### src/rtl/mips_encode_pkg.sv
// Shared encodings for the MIPS instruction encoder: KIND_* selectors, OP_*/OP0_* field values
// and the combinational pack function used by mips_encode.
package mips_encode_pkg;

    typedef enum logic [4:0] {
        KIND_ADD  = 5'd0,  KIND_SUB  = 5'd1,  KIND_AND  = 5'd2,  KIND_OR   = 5'd3,
        KIND_NOR  = 5'd4,  KIND_XOR  = 5'd5,  KIND_SLT  = 5'd6,  KIND_JR   = 5'd7,
        KIND_ADDM = 5'd8,  KIND_ADDI = 5'd9,  KIND_ANDI = 5'd10, KIND_ORI  = 5'd11,
        KIND_XORI = 5'd12, KIND_LUI  = 5'd13, KIND_LW   = 5'd14, KIND_LBU  = 5'd15,
        KIND_SW   = 5'd16, KIND_SB   = 5'd17, KIND_BEQ  = 5'd18, KIND_BNE  = 5'd19,
        KIND_J    = 5'd20
    } kind_e;

    localparam logic [5:0] OP_OTHER0 = 6'h00;
    localparam logic [5:0] OP_J      = 6'h02;
    localparam logic [5:0] OP_BEQ    = 6'h04;
    localparam logic [5:0] OP_BNE    = 6'h05;
    localparam logic [5:0] OP_ADDI   = 6'h08;
    localparam logic [5:0] OP_ANDI   = 6'h0c;
    localparam logic [5:0] OP_ORI    = 6'h0d;
    localparam logic [5:0] OP_XORI   = 6'h0e;
    localparam logic [5:0] OP_LUI    = 6'h0f;
    localparam logic [5:0] OP_LW     = 6'h23;
    localparam logic [5:0] OP_LBU    = 6'h24;
    localparam logic [5:0] OP_SB     = 6'h28;
    localparam logic [5:0] OP_SW     = 6'h2b;

    localparam logic [5:0] OP0_JR    = 6'h08;
    localparam logic [5:0] OP0_ADD   = 6'h20;
    localparam logic [5:0] OP0_SUB   = 6'h22;
    localparam logic [5:0] OP0_AND   = 6'h24;
    localparam logic [5:0] OP0_OR    = 6'h25;
    localparam logic [5:0] OP0_XOR   = 6'h26;
    localparam logic [5:0] OP0_NOR   = 6'h27;
    localparam logic [5:0] OP0_SLT   = 6'h2a;
    localparam logic [5:0] OP0_ADDM  = 6'h2c;

    typedef struct packed {
        logic        legal;
        logic [31:0] word;
    } enc_t;

    function automatic logic [31:0] r_type(input logic [4:0] rs, input logic [4:0] rt,
                                           input logic [4:0] rd, input logic [5:0] funct);
        return {OP_OTHER0, rs, rt, rd, 5'b00000, funct};
    endfunction

    function automatic logic [31:0] i_type(input logic [5:0] op, input logic [4:0] rs,
                                           input logic [4:0] rt, input logic [15:0] imm);
        return {op, rs, rt, imm};
    endfunction

    // Instructions that are followed by a delay-slot NOP when padding is enabled.
    function automatic logic is_delay_branch(input logic [4:0] kind);
        return (kind == KIND_BEQ) || (kind == KIND_BNE) || (kind == KIND_J) || (kind == KIND_JR);
    endfunction

    function automatic enc_t encode(input logic [4:0] kind, input logic [4:0] rs,
                                    input logic [4:0] rt, input logic [4:0] rd,
                                    input logic [15:0] imm, input logic [25:0] target);
        enc_t e;
        e.legal = 1'b1;
        e.word  = 32'h0000_0000;
        case (kind)
            KIND_ADD:  e.word = r_type(rs, rt, rd, OP0_ADD);
            KIND_SUB:  e.word = r_type(rs, rt, rd, OP0_SUB);
            KIND_AND:  e.word = r_type(rs, rt, rd, OP0_AND);
            KIND_OR:   e.word = r_type(rs, rt, rd, OP0_OR);
            KIND_NOR:  e.word = r_type(rs, rt, rd, OP0_NOR);
            KIND_XOR:  e.word = r_type(rs, rt, rd, OP0_XOR);
            KIND_SLT:  e.word = r_type(rs, rt, rd, OP0_SLT);
            KIND_ADDM: e.word = r_type(rs, rt, rd, OP0_ADDM);
            KIND_JR:   e.word = {OP_OTHER0, rs, 15'h0000, OP0_JR};
            KIND_ADDI: e.word = i_type(OP_ADDI, rs, rt, imm);
            KIND_ANDI: e.word = i_type(OP_ANDI, rs, rt, imm);
            KIND_ORI:  e.word = i_type(OP_ORI,  rs, rt, imm);
            KIND_XORI: e.word = i_type(OP_XORI, rs, rt, imm);
            KIND_LW:   e.word = i_type(OP_LW,   rs, rt, imm);
            KIND_LBU:  e.word = i_type(OP_LBU,  rs, rt, imm);
            KIND_SW:   e.word = i_type(OP_SW,   rs, rt, imm);
            KIND_SB:   e.word = i_type(OP_SB,   rs, rt, imm);
            KIND_BEQ:  e.word = i_type(OP_BEQ,  rs, rt, imm);
            KIND_BNE:  e.word = i_type(OP_BNE,  rs, rt, imm);
            KIND_LUI:  e.word = i_type(OP_LUI,  5'd0, rt, imm);
            KIND_J:    e.word = {OP_J, target};
            default: begin
                e.legal = 1'b0;
                e.word  = 32'h0000_0000;
            end
        endcase
        return e;
    endfunction

endpackage

### src/rtl/mips_enc_fifo.sv
// Small synchronous FIFO holding {word, address} pairs for mips_encode.
// Push is refused when full (even with a concurrent pop); flush empties it in one cycle.
module mips_enc_fifo #(
    parameter int DEPTH = 4,
    parameter int W     = 64
) (
    input  logic         clock,
    input  logic         reset,
    input  logic         flush,
    input  logic         push,
    input  logic         pop,
    input  logic [W-1:0] wdata,
    output logic [W-1:0] rdata,
    output logic         full,
    output logic         empty
);
    import mips_encode_pkg::*;

    localparam int PW = $clog2(DEPTH);
    localparam logic [PW:0] PTR_ONE = {{PW{1'b0}}, 1'b1};

    logic [PW:0]  wr_ptr_q, wr_ptr_d;
    logic [PW:0]  rd_ptr_q, rd_ptr_d;
    logic [W-1:0] mem_q [DEPTH];
    logic [W-1:0] mem_d [DEPTH];
    logic         do_push_s;
    logic         do_pop_s;

    assign full  = (wr_ptr_q[PW] != rd_ptr_q[PW]) && (wr_ptr_q[PW-1:0] == rd_ptr_q[PW-1:0]);
    assign empty = (wr_ptr_q == rd_ptr_q);
    assign rdata = mem_q[rd_ptr_q[PW-1:0]];

    // Next-state for pointers and storage; flush wins over push/pop.
    always_comb begin
        do_push_s = push & ~full & ~flush;
        do_pop_s  = pop & ~empty & ~flush;
        mem_d     = mem_q;
        if (do_push_s) begin
            mem_d[wr_ptr_q[PW-1:0]] = wdata;
        end else begin
            mem_d = mem_q;
        end
        if (flush) begin
            wr_ptr_d = rd_ptr_q;
            rd_ptr_d = rd_ptr_q;
        end else begin
            wr_ptr_d = do_push_s ? (wr_ptr_q + PTR_ONE) : wr_ptr_q;
            rd_ptr_d = do_pop_s  ? (rd_ptr_q + PTR_ONE) : rd_ptr_q;
        end
    end

    // State registers; storage is cleared on reset so the head reads as zero.
    always_ff @(posedge clock or negedge reset) begin
        if (!reset) begin
            wr_ptr_q <= '0;
            rd_ptr_q <= '0;
            for (int i = 0; i < DEPTH; i++) begin
                mem_q[i] <= '0;
            end
        end else begin
            wr_ptr_q <= wr_ptr_d;
            rd_ptr_q <= rd_ptr_d;
            for (int i = 0; i < DEPTH; i++) begin
                mem_q[i] <= mem_d[i];
            end
        end
    end

endmodule

### src/rtl/mips_encode.sv
// MIPS instruction encoder: packs symbolic instructions into 32-bit words with byte addresses.
// Optional build macro MIPS_ENC_DELAY_SLOT_EN appends a NOP after every BEQ/BNE/J/JR.
module mips_encode #(
    parameter int DEPTH  = 4,
    parameter int ADDR_W = 32
) (
    input  logic              clock,
    input  logic              reset,
    input  logic              start,
    input  logic [ADDR_W-1:0] base_addr,
    input  logic              in_valid,
    output logic              in_ready,
    input  logic [4:0]        in_kind,
    input  logic [4:0]        in_rs,
    input  logic [4:0]        in_rt,
    input  logic [4:0]        in_rd,
    input  logic [15:0]       in_imm,
    input  logic [25:0]       in_target,
    output logic              out_valid,
    input  logic              out_ready,
    output logic [31:0]       out_word,
    output logic [ADDR_W-1:0] out_addr,
    output logic              err,
    output logic [7:0]        err_count
);
    import mips_encode_pkg::*;

    localparam logic [ADDR_W-1:0] ADDR_MASK = {{(ADDR_W-2){1'b1}}, 2'b00};
    localparam logic [ADDR_W-1:0] ADDR_STEP = {{(ADDR_W-3){1'b0}}, 3'b100};

    logic [ADDR_W-1:0] addr_q, addr_d;
    logic              err_q, err_d;
    logic [7:0]        err_count_q, err_count_d;
    logic              ready_en_q, ready_en_d;
    logic              pad_pending_q, pad_pending_d;

    enc_t                enc_s;
    logic                accept_s;
    logic                pad_push_s;
    logic                push_s;
    logic [31:0]         push_word_s;
    logic                full_s;
    logic                empty_s;
    logic [ADDR_W+31:0]  fifo_rdata_s;

    assign enc_s = encode(in_kind, in_rs, in_rt, in_rd, in_imm, in_target);

    // Handshake, push selection and next-state for counter, error status and padding.
    always_comb begin
        in_ready    = ready_en_q & ~full_s & ~start & ~pad_pending_q;
        accept_s    = in_valid & in_ready;
        pad_push_s  = pad_pending_q & ~full_s & ~start;
        push_s      = pad_push_s | (accept_s & enc_s.legal);
        push_word_s = pad_push_s ? 32'h0000_0000 : enc_s.word;
        ready_en_d  = 1'b1;

        if (start) begin
            addr_d = base_addr & ADDR_MASK;
        end else if (push_s) begin
            addr_d = addr_q + ADDR_STEP;
        end else begin
            addr_d = addr_q;
        end

        if (start) begin
            err_d       = 1'b0;
            err_count_d = 8'd0;
        end else if (accept_s && !enc_s.legal) begin
            err_d       = 1'b1;
            err_count_d = (err_count_q == 8'hff) ? err_count_q : (err_count_q + 8'd1);
        end else begin
            err_d       = err_q;
            err_count_d = err_count_q;
        end

`ifdef MIPS_ENC_DELAY_SLOT_EN
        if (start) begin
            pad_pending_d = 1'b0;
        end else if (accept_s && enc_s.legal && is_delay_branch(in_kind)) begin
            pad_pending_d = 1'b1;
        end else if (pad_push_s) begin
            pad_pending_d = 1'b0;
        end else begin
            pad_pending_d = pad_pending_q;
        end
`else
        pad_pending_d = 1'b0;
`endif
    end

    // Control and status registers.
    always_ff @(posedge clock or negedge reset) begin
        if (!reset) begin
            addr_q        <= '0;
            err_q         <= 1'b0;
            err_count_q   <= 8'd0;
            ready_en_q    <= 1'b0;
            pad_pending_q <= 1'b0;
        end else begin
            addr_q        <= addr_d;
            err_q         <= err_d;
            err_count_q   <= err_count_d;
            ready_en_q    <= ready_en_d;
            pad_pending_q <= pad_pending_d;
        end
    end

    mips_enc_fifo #(
        .DEPTH (DEPTH),
        .W     (ADDR_W + 32)
    ) u_fifo (
        .clock (clock),
        .reset (reset),
        .flush (start),
        .push  (push_s),
        .pop   (out_ready & ~start),
        .wdata ({push_word_s, addr_q}),
        .rdata (fifo_rdata_s),
        .full  (full_s),
        .empty (empty_s)
    );

    assign out_valid = ~empty_s;
    assign out_word  = fifo_rdata_s[ADDR_W+31:ADDR_W];
    assign out_addr  = fifo_rdata_s[ADDR_W-1:0];
    assign err       = err_q;
    assign err_count = err_count_q;

endmodule
### config.mk
export PLATFORM = sky130hd
export DESIGN_NAME = mips_encode
export DESIGN_NICKNAME = d
export VERILOG_FILES = /design/src/rtl/mips_encode_pkg.sv /design/src/rtl/mips_enc_fifo.sv /design/src/rtl/mips_encode.sv
export SDC_FILE = /design/constraint.sdc
export NUM_CORES = 1
export LEC_CHECK = 0
export BUFFER_PORTS_ARGS = -buffer_cell sky130_fd_sc_hd__buf_4
export CAP_MARGIN = 10
export CELL_PAD_IN_SITES_DETAIL_PLACEMENT = 1
export CELL_PAD_IN_SITES_GLOBAL_PLACEMENT = 1
export CORE_MARGIN = 10
export CORE_UTILIZATION = 51
export DETAILED_ROUTE_END_ITERATION = 7
export HOLD_SLACK_MARGIN = 0.03
export PLACE_DENSITY = 0.9
export SLEW_MARGIN = 20
export SYNTH_ARGS = -nofsm -noshare
export SYNTH_HDL_FRONTEND = slang
export SYNTH_SLANG_ARGS = --single-unit
### constraint.sdc
create_clock -name clock -period 4.1 [get_ports clock]
set_input_delay 0.41 -clock clock [delete_from_list [all_inputs] [get_ports clock]]
set_output_delay 0.41 -clock clock [all_outputs]
set_load 0.05 [all_outputs]
* Word level (Yosys, flattened, before mapping)
Index checks and enable logic that the tools add are counted.
** Word-level totals
- Bits in read-only memories :: 0
- Bits in latches :: 0
- Memory bits (writable) :: 0
- Memories kept :: 0
- Output and inout bits :: 75
- Bits in registers :: 304
- Input bits :: 99
- Word-level logic and storage cells :: 84
** Operators by class
- Shifts and indexed selects :: 0
- Muxes and demuxes :: 17
- Order comparisons :: 3
- Reductions and logical operators :: 11
- Bitwise operators :: 14
- $add $sub $neg :: 4
- Multipliers :: 0
- Divide/modulo/power cells :: 0
- Equal/unequal tests :: 25
** Operators by type and width (number)
- 32-bit case mux with 21 select lines :: 1
- 256-bit bitwise mux :: 1
- 64-bit two-way mux :: 3
- 64-bit binary-select mux with 2-bit select :: 1
- 64-bit demux with 2-bit select :: 1
- 32-bit two-way mux :: 2
- 5-bit by 4-bit equality test with 1-bit output (second input constant) :: 8
- 32-bit by 3-bit adder with 32-bit output (second input constant) :: 1
- 5-bit equality test (second input constant) :: 5
- 8-bit two-way mux :: 3
- 21-bit OR reduction :: 1
- 5-bit by 3-bit equality test with 1-bit output (second input constant) :: 4
- 5-bit by 2-bit equality test with 1-bit output (second input constant) :: 2
- 1-bit bitwise AND :: 9
- 8-bit by 1-bit adder with 8-bit output (second input constant) :: 1
- 8-bit equality test (second input constant) :: 1
- 3-bit by 1-bit adder with 3-bit output (second input constant) :: 2
- 3-bit greater-or-equal comparator (second input constant) :: 2
- 3-bit two-way mux :: 2
- 2-bit inverter with 3-bit output :: 2
- 2-bit nonzero test :: 3
- 5-bit by 1-bit equality test with 1-bit output (second input constant) :: 1
- 5-bit zero test :: 1
- 2-bit AND reduction :: 2
- 9 further kinds :: 15

* Longest topological paths before layout
- Depth after elaboration :: 11
- Mapped depth :: 9
- Mapped depth without buffers :: 6

* Cells and area by module
From an unflattened synthesis, not the netlist that was laid out.
** Second synthesis, totals
- Cell total of the unflattened synthesis :: 1031
- Area, all modules :: 14875.5 um^2
** Modules (own cells, without submodules)
- mips_enc_fifo :: times used 1, seq. area each 6556.3 um^2, cells each 668, area an instance 11920.2 um^2
- mips_encode :: times used 1, seq. area each 1001.0 um^2, cells each 363, area an instance 2955.3 um^2

* Worst setup path before layout
No wires, ideal clock.
- Path type :: register to output
- Start point :: reg u_fifo.rd_ptr_q[0]
- End point :: out out_word[22]
- Cell stages (with the launch flop) :: 4
- Slack :: 1932 ps
- Buffers on the path :: 2
- Arrival :: 1758 ps
- Cell sequence :: dfrtp_1 > buf_4 > buf_1 > mux4_2
** Between the ends
- Cells in the longest elaborated chain, start to end :: 4
** RTL lines
- start, declared :: line mips_enc_fifo.sv:23 : logic [PW:0] rd_ptr_q, rd_ptr_d;
- start signal, assigned :: line mips_enc_fifo.sv:62 : rd_ptr_q <= rd_ptr_d;
- 2-bit inverter with 3-bit output (not written as such) :: line mips_enc_fifo.sv:31 : assign rdata = mem_q[rd_ptr_q[PW-1:0]];
- 64-bit binary-select mux with 2-bit select :: line mips_enc_fifo.sv:31
- 64-bit two-way mux (not written as such) (2 in a row) :: line mips_enc_fifo.sv:31
- end, declared :: line mips_encode.sv:21 : output logic [31:0] out_word,
No other way between the ends. The select of a mux whose other input is x is not followed.

* Worst setup path after layout
- Start point :: reg u_fifo.rd_ptr_q[0]
- End point :: out out_word[28]
Same word-level chain as after synthesis.

==> impl_metrics.toml <==
[routing]
drc = 0
vias = 9577
drt_iter0_drc = 523
dr.pass1.iters = 5
viasPerCell = 6.203
antenna_left = 0
routed_wl_mm = 37.87
routedWlPerCell_um = 24.53

[cells_and_area]
drive_gt1_frac = 0.4214
regArea_mm2 = 0.007262
multiInputGateArea_mm2 = 0.006165
fill_cells = 2603
diodes = 0
fin_nets = 1287
layout_common_cells = "dfrtp_1 (288), mux2_2 (202), buf_4 (176), nand2_1 (85), o21ai_0 (63)"
syn_to_final_growth_pct = 18.01
layout_commonest_cell = "dfrtp_1"

[power]
swShare = 0.3864
p_leak_nw = 7.530
p_per_area_mw_per_mm2 = 771.5
pwr-share-clk = 0.216
switchingPower_mw = 4.863
finalPower_mw = 12.59
p_seq_frac = 0.368
ir_drop_v = 0.0004981
p_int_mw = 7.723
comb_power_share = 0.416

[clock_tree]
clk_path_buf_depth = 3
cts_tree = "built"
post_cts_buffers = 0
path_clk_slew_ns = 0.07
htreeDepth = 1
cts_hold_buf = 1
cts_root_buf = "clkbuf_16"
cts.repair.resized = 0
cts_sinks = 290
clk-insertion-delay-late_ns = 0.56
numCtsBuffers = 31

[synthesis]
ys_seq_area_frac = 0.5250
mappedNetlistArea_mm2 = 0.01382
synth_edf_count = 0
synth.distinct_cells = 66
ys_warn_count = 0
synthCells = 1051
ys_ff_latch = 290
synth_flop_cell = "dfrtp_1"
synthArstFlopShare = 1.000
syn_area_per_cell_um2 = 13.15

[sta]
hold_viol_final = 0
rsz0062_at_grt = "no"
max_freq_ghz = 0.2862
fin_hold_ws_ns = 0.09128
maxSlewHeadroom = 0.2743
finalSetupViolations = 0
fin_tns_setup_ns = 0
fin_worst_skew_ns = 0.01280
finalCriticalPeriod_ns = 3.494
period_share = 0.8521
tightest_slew_ns = 1.089
finalMaxSlewViolations = 0

[worst_setup_path]
cp_max_fo = 39
arrival_ns = 3.08
required_ns = 3.69
critical_path_class = "flop to output port"
startpoint_type = "flop"
endpoint_kind = "output port"

[floorplanning]
die_y_um = 184.6
die-area_mm2 = 0.03409
num_io_pins = 174
core-area_mm2 = 0.02680
start_util = 0.5158
die_w_um = 184.6
rows = 60

[global_route]
grt_pass1_vias = 10660
overflow = 0
grt_usage = 0.2214
grt_pass1_wl_mm = 59.95
antenna_found_initial = 0
grt_max_degree = 101

[placed_design]
dp_hpwl_mm = 24.59
portBuffers = 168
gp_congestion = 0.8161

[run]
cap_violations = 0

[min_path]
hp-class = "input pin to flop"

[status]
outcome = "completed"
## power by group through the flow
stage	sequential, mW	combinational [mW]	clock, mW
6_report	4.64	5.23	2.72
5_1_grt	4.77	5.54	2.91
4_1_cts	4.64	5.31	2.78
3_5_place_dp	4.67	5.29	0
3_3_place_gp	4.54	5.14	0
2_1_floorplan	4.29	4.02	0
## critical path: stages (launching register included)
cell and delay, ns:
dfrtp_4 0.86, buf_4 0.78, mux4_2 0.64, buf_4 0.22
## routing by layer
metal  up-vias  routed length (um)  track usage
li1       4169                   -            -
met1      5007               15980       0.2869
met2       339               18560       0.3700
met3        62                2704      0.04706
met4         0                 625      0.05754
met5         -                   0            0
## cells in the mapped netlist (5+ instances only)
cell type	instances	area, um^2
buf_1	9	33.78
mux2_2	202	2275
nand3_1	14	70.07
mux2i_1	5	50.05
nor3_1	19	95.09
nand2_1	85	319.1
o21ai_0	64	320.3
a221o_1	5	50.05
and4_1	5	43.79
nand4_1	15	93.84
clkbuf_1	37	138.9
buf_2	34	170.2
a21o_1	6	45.04
nor2_1	31	116.4
a21oi_1	5	25.02
o211ai_1	5	37.54
xnor2_1	13	113.9
inv_1	11	41.29
nor4_1	9	56.30
dfrtp_1	290	7257
ha_1	7	87.58
a32oi_1	7	61.31
and3_1	9	56.30
mux4_2	61	1374
a211oi_1	8	60.06
buf_4	6	45.04
a22o_1	17	148.9
## area by class of cell
| cell class | instances | share of cell area |
|---|---|---|
| Clock buffer | 49 | 0.05722 |
| Clock inverter | 6 | 0.003375 |
| Inverter | 12 | 0.002761 |
| Multi-Input combinational cell | 664 | 0.3779 |
| Sequential cell | 290 | 0.4452 |
| Tap cell | 341 | 0.02615 |
| Timing Repair Buffer | 182 | 0.08744 |
## through the flow
stage / utilization / setup slack [ns] / instance area (um^2) / cells
detailed placement: 0.5714 / 0.9110 / 15310 / 1488
floorplan: - / 1.932 / 13830 / 1053
finish: 0.6087 / 0.6064 / 16310 / 1544
CTS: 0.6087 / 0.4983 / 16310 / 1544
global placement: 0.5714 / 0.9905 / 15310 / 1488
global route: 0.6087 / 0.3987 / 16310 / 1544
## sequential cells by signal, indices dropped and copies added, names as in the netlist
| name | count |
|---|---|
| u_fifo.mem_q | 244 |
| err | 1 |
| ready_en_q | 1 |
| u_fifo.rd_ptr_q | 3 |
| err_count | 8 |
| u_fifo.wr_ptr_q | 3 |
| addr_q | 30 |
## kinds of logic (layout without fill, tap and decap cells)
kind of cell             count (synthesis)  after routing  synth area share
flip-flops                             290            290            0.5250
adder cells (fa/ha/maj)                  7              7          0.006336
AND/OR/NAND/NOR                        212            212           0.07594
buffers and inverters                   99            249           0.03213
multiplexers                           268            268            0.2676
AO/OA/AOI/OAI                          155            155           0.07784
other                                    2              4         0.0005433
XOR/XNOR                                18             18           0.01466
## path summary, 6_finish.rpt
kind	slack (ns)	depth (start not counted)	from	to
worst min-delay path	0.09	3	base_addr[31]	addr_q[31]$_DFFE_PN0P_
worst min register to register	0.48	2	u_fifo.mem_q[182]$_DFFE_PN0P_	u_fifo.mem_q[182]$_DFFE_PN0P_
max in group asynchronous	2.61	3	reset	u_fifo.rd_ptr_q[0]$_DFFE_PN0P_
worst max register to register	0.89	6	u_fifo.rd_ptr_q[0]$_DFFE_PN0P_	u_fifo.mem_q[218]$_DFFE_PN0P_
min in group asynchronous	0.47	2	reset	u_fifo.mem_q[232]$_DFFE_PN0P_
worst max-delay path	0.61	3	u_fifo.rd_ptr_q[0]$_DFFE_PN0P_	out_word[28]
No activity file was read; power rests on OpenSTA's default activity.
